$ cat src/rtl/fft_sdf_stage.sv
// Radix-2 single-path delay-feedback butterfly stage.
// A DEPTH-entry delay line holds the first half of each block. While the
// second half streams in, the stage emits the half-sums directly and stores
// the half-differences back into the line. Flush cycles drain those stored
// differences. Every output is registered, so data appears one clock after
// sel/in.
module fft_sdf_stage #(
   parameter int DATA_W = 16,
   parameter int DEPTH  = 16
) (
   input  logic              clk,
   input  logic              rst,
   input  logic [1:0]        sel,
   input  logic [DATA_W-1:0] in_re,
   input  logic [DATA_W-1:0] in_im,
   input  logic              in_valid,
   output logic [DATA_W-1:0] out_re,
   output logic [DATA_W-1:0] out_im,
   output logic              out_valid
);

   localparam logic [1:0] SEL_FILL = 2'd0;
   localparam logic [1:0] SEL_BFLY = 2'd1;

   // Entry DEPTH-1 is the head (oldest); entry 0 is the tail (newest).
   logic [DATA_W-1:0] dl_re [DEPTH];
   logic [DATA_W-1:0] dl_im [DEPTH];
   logic              dl_v  [DEPTH];

   logic [DATA_W-1:0] head_re, head_im;
   logic              head_v;

   // Sums and differences are one bit wider so they cannot overflow. Taking
   // bits [DATA_W:1] is an arithmetic shift right by one, which rounds
   // toward minus infinity.
   logic [DATA_W:0]   sum_re_w, sum_im_w, diff_re_w, diff_im_w;

   logic [DATA_W-1:0] tail_re, tail_im;
   logic              tail_v;
   logic [DATA_W-1:0] nxt_re, nxt_im;
   logic              nxt_v;

   assign head_re = dl_re[DEPTH-1];
   assign head_im = dl_im[DEPTH-1];
   assign head_v  = dl_v[DEPTH-1];

   assign sum_re_w  = {head_re[DATA_W-1], head_re} + {in_re[DATA_W-1], in_re};
   assign sum_im_w  = {head_im[DATA_W-1], head_im} + {in_im[DATA_W-1], in_im};
   assign diff_re_w = {head_re[DATA_W-1], head_re} - {in_re[DATA_W-1], in_re};
   assign diff_im_w = {head_im[DATA_W-1], head_im} - {in_im[DATA_W-1], in_im};

   // Decode sel into the value pushed at the tail and the next output word.
   always_comb begin
      tail_re = '0;
      tail_im = '0;
      tail_v  = 1'b0;
      nxt_re  = head_re;
      nxt_im  = head_im;
      nxt_v   = head_v;
      case (sel)
         SEL_FILL: begin
            tail_re = in_re;
            tail_im = in_im;
            tail_v  = in_valid;
         end
         SEL_BFLY: begin
            tail_re = diff_re_w[DATA_W:1];
            tail_im = diff_im_w[DATA_W:1];
            tail_v  = in_valid;
            nxt_re  = sum_re_w[DATA_W:1];
            nxt_im  = sum_im_w[DATA_W:1];
            nxt_v   = in_valid;
         end
         default: begin
            // Flush (sel 2 or 3): inputs ignored, zeros pushed, head emitted.
         end
      endcase
   end

   // Delay line advances by exactly one entry every cycle; reset empties it.
   always_ff @(posedge clk) begin
      if (rst) begin
         for (int i = 0; i < DEPTH; i++) begin
            dl_re[i] <= '0;
            dl_im[i] <= '0;
            dl_v[i]  <= 1'b0;
         end
      end else begin
         for (int i = DEPTH - 1; i > 0; i--) begin
            dl_re[i] <= dl_re[i-1];
            dl_im[i] <= dl_im[i-1];
            dl_v[i]  <= dl_v[i-1];
         end
         dl_re[0] <= tail_re;
         dl_im[0] <= tail_im;
         dl_v[0]  <= tail_v;
      end
   end

   // Output register.
   always_ff @(posedge clk) begin
      if (rst) begin
         out_re    <= '0;
         out_im    <= '0;
         out_valid <= 1'b0;
      end else begin
         out_re    <= nxt_re;
         out_im    <= nxt_im;
         out_valid <= nxt_v;
      end
   end

endmodule

$ cat config.mk
export PLATFORM = sky130hd
export DESIGN_NAME = fft_sdf_stage
export DESIGN_NICKNAME = d
export VERILOG_FILES = /design/src/rtl/fft_sdf_stage.sv
export SDC_FILE = /design/constraint.sdc
export NUM_CORES = 1
export LEC_CHECK = 0
export ABC_AREA = 0
export CORE_MARGIN = 2
export CORE_UTILIZATION = 50
export DETAILED_ROUTE_END_ITERATION = 8
export PLACE_DENSITY = 0.68
export SYNTH_ARGS = -nofsm -noshare
export SYNTH_HDL_FRONTEND = slang
export SYNTH_SLANG_ARGS = --single-unit
$ cat constraint.sdc
create_clock -name clk -period 7.1 [get_ports clk]
set_input_delay 1.42 -clock clk [delete_from_list [all_inputs] [get_ports clk]]
set_output_delay 1.42 -clock clk [all_outputs]
set_load 0.02 [all_outputs]
==> metrics.txt <==
initial antenna violation count=0; drt via density=~4.8; final hold violations=0; Die ar.=a little under 40000 µm²; post-synthesis sequential area ratio=0.606; ant diodes=0; detailed placer's ending HPWL=around 21000 µm; initial drt markers=430; TritonCTS Buffers=between 50 and 60; Synth area leader=dfxtp_1; number of synthesized flops with an enable pin=0; number of global-route vias before repair=roughly 11000; WP data arrival=4170 ps; Rows=70; placed insts=roughly 2200; Ys Warns=0; max layer used=met4; Syn Inst Count=approximately 1700; worst hold path class=reg2reg; clock-pin slew on the worst setup and hold paths=60 ps; setup violators final=0; top post-synthesis cells by area=dfxtp_1 61%, nor2b_1 17%, ha_1 4.0%; fraction of registers with async set/reset=0; Post-Layout Cell Count=~2300; Largest stage delay, worst path=between 500 and 600 ps; Max Clock Freq=267 MHz; Mean Syn Cell Area=10.8 µm²; crit-path leading delay family=simple AND/OR/NAND/NOR gates; commonest register cell after synthesis=dfxtp_1; Peak supply drop=241 µV; met2 WL=between 10000 and 15000 µm; Top Ports=70; share of the synthesized area in the top cell type=0.606; most frequent cell after synthesis=dfxtp_1; Area Overhead vs Synth=15.3%; CP bufs+invs=2; Metal-1 WL=around 16000 µm; clk sinks=561; setup bufs post-CTS=0; Syn Nets=roughly 1800; CP Cell Sequence=clkdlybuf4s50_1 -> inv_1 -> ha_1 -> nor3b_2 -> nor3_4 -> a21o_1 -> nand2_1 -> or3b_1 -> a21o_1 -> a311oi_1; first-pass GRT wire length=~54000 µm; crit path capture type=flip-flop; Remaining DRCs=0; share of cells above drive strength 1=0.0708; routed wire length=between 30000 and 40000 µm; CP startpoint kind=input port; ANT nets after route=0; CTS Root Cell=clkbuf_16; R2R Setup Slk=4420 ps; worst-path maximum fanout=9; R2R cell count=8; number of hold buffers added after cts=0; via count=10792; GP Congestion=~0.85; reg2reg end=out_re[15]; unrepaired setup endpoints after global routing=no; critical path type=in2reg; area of the mapped netlist=approximately 19000 µm²; Power per Cell Area=297 nW/µm²; Most common cell on crit path=a21o_1; Die Y=197 µm; final core occ=0.585; Final period util=0.527; Max Root-Sink Buffers=3; GRT Total Usage=0.175; met3 wire length=1380 µm; max-slew violations=0; Hold Path Origin=dl_im[9][8]; number of distinct library cells after synthesis=77; largest net degree at the start of global routing=between 150 and 200; Worst Skew=a little over 10 ps; grt total ovfl=0; Slew headroom=0.327; outcome=completed; TritonCTS clock tree=built; post-CTS sizing=0; core area=36500 µm²; PortBufs=about 70; Design Power=around 6300 µW; Final #Nets=between 1500 and 2000; Commonest cells post-synth=561 x dfxtp_1, 500 x nor2b_1, 76 x clkbuf_1; Max H-tree Level=2; Pleak=between 0.008 and 0.009 µW; max cap viols=0; Worst Path Required=between 7000 and 8000 ps; RR Startpoint=dl_re[0][245]; Final Critical Period=around 3700 ps; initial core utilization=0.508; drt wl/cell=around 15 µm; Slowest cell on crit path=clkdlybuf4s50_1; worst-skew pair later-pin latency=around 580 ps; Slew @ Worst Pin=a little over 1000 ps; hold depth=1; post-route setup TNS=0 ps; Seq cells post-synth=roughly 560; chip width=slightly below 200 µm; Pre-Repair DR Iteration Count=5; Worst Hold End=dl_im[10][8]
-- per-stage QoR --
stage | worst slack (ps) | area (µm²) | hold slack (ps)
2_1_floorplan | 3860 | 18500 | 414
3_3_place_gp | 2840 | 19500 | 416
3_5_place_dp | 2810 | 19500 | 422
4_1_cts | 3440 | 21400 | 435
5_1_grt | 3260 | 21400 | 444
6_report | 3360 | 21400 | 430
-- registers in the layout (all words and copies together), names as in the netlist --
name,flops
dl_re,256
out_im,16
out_valid,1
dl_v,16
out_re,16
dl_im,256
-- per-layer routing --
| metal | vias up | GRT usage |
|---|---|---|
| met4 | 0 | 0.0808 |
| li1 | 5517 | - |
| met1 | 5036 | 0.231 |
| met2 | 169 | 0.277 |
| met5 | - | 0 |
| met3 | 70 | 0.0354 |
-- cells in the final DEF, fill, tap and decap left out, types with 8 or more instances in the layout --
cell type,n
buf_4,8
nor3_1,15
inv_1,58
dfxtp_1,561
o21bai_1,13
xnor2_1,40
clkbuf_8,9
ha_1,60
clkinv_2,8
clkbuf_1,11
a211oi_1,29
o21ai_1,12
o21ai_0,30
clkbuf_16,53
a21oi_1,68
nor2_1,69
nand2b_1,10
mux2i_1,9
nor2b_1,499
clkdlybuf4s50_1,68
nand2_1,45
-- report_power, final --
part	internal (µW)	switching [µW]
Sequential	3180	8.67
Combinational	81.1	147
Clock	1740	1190
-- worst max path at each step --
stage,from,to,slack [ps],cells past startpoint
final,in_re[5],out_re[15],3360,10
after global placement,in_re[7],out_re[15],2840,10
after detailed placement,in_re[5],out_re[15],2810,10
after floorplan,in_im[0],dl_im[0][15],3860,9
after global routing,in_re[5],out_re[15],3260,10
after CTS,in_re[5],out_re[15],3440,10
-- logic make-up after synthesis --
group / count (synthesis) / share of synthesized area
adder cells (fa/ha/maj): 64 / 0.0448
AO/OA/AOI/OAI: 201 / 0.0753
flip-flops: 561 / 0.606
XOR/XNOR: 47 / 0.0222
multiplexers: 11 / 0.00628
AND/OR/NAND/NOR: 674 / 0.213
buffers and inverters: 154 / 0.0328
-- cell type report --
| cell class | instances | area [µm²] |
|---|---|---|
| inverters | 60 | 225 |
| fillers | 3057 | 15100 |
| repair buffers | 78 | 776 |
| well taps | 468 | 586 |
| flip-flops and latches | 561 | 11200 |
| multi-input cells | 997 | 6710 |
| clock buffers | 73 | 1490 |
| clock inverters | 25 | 354 |
Power figures use the tool's default switching activity.
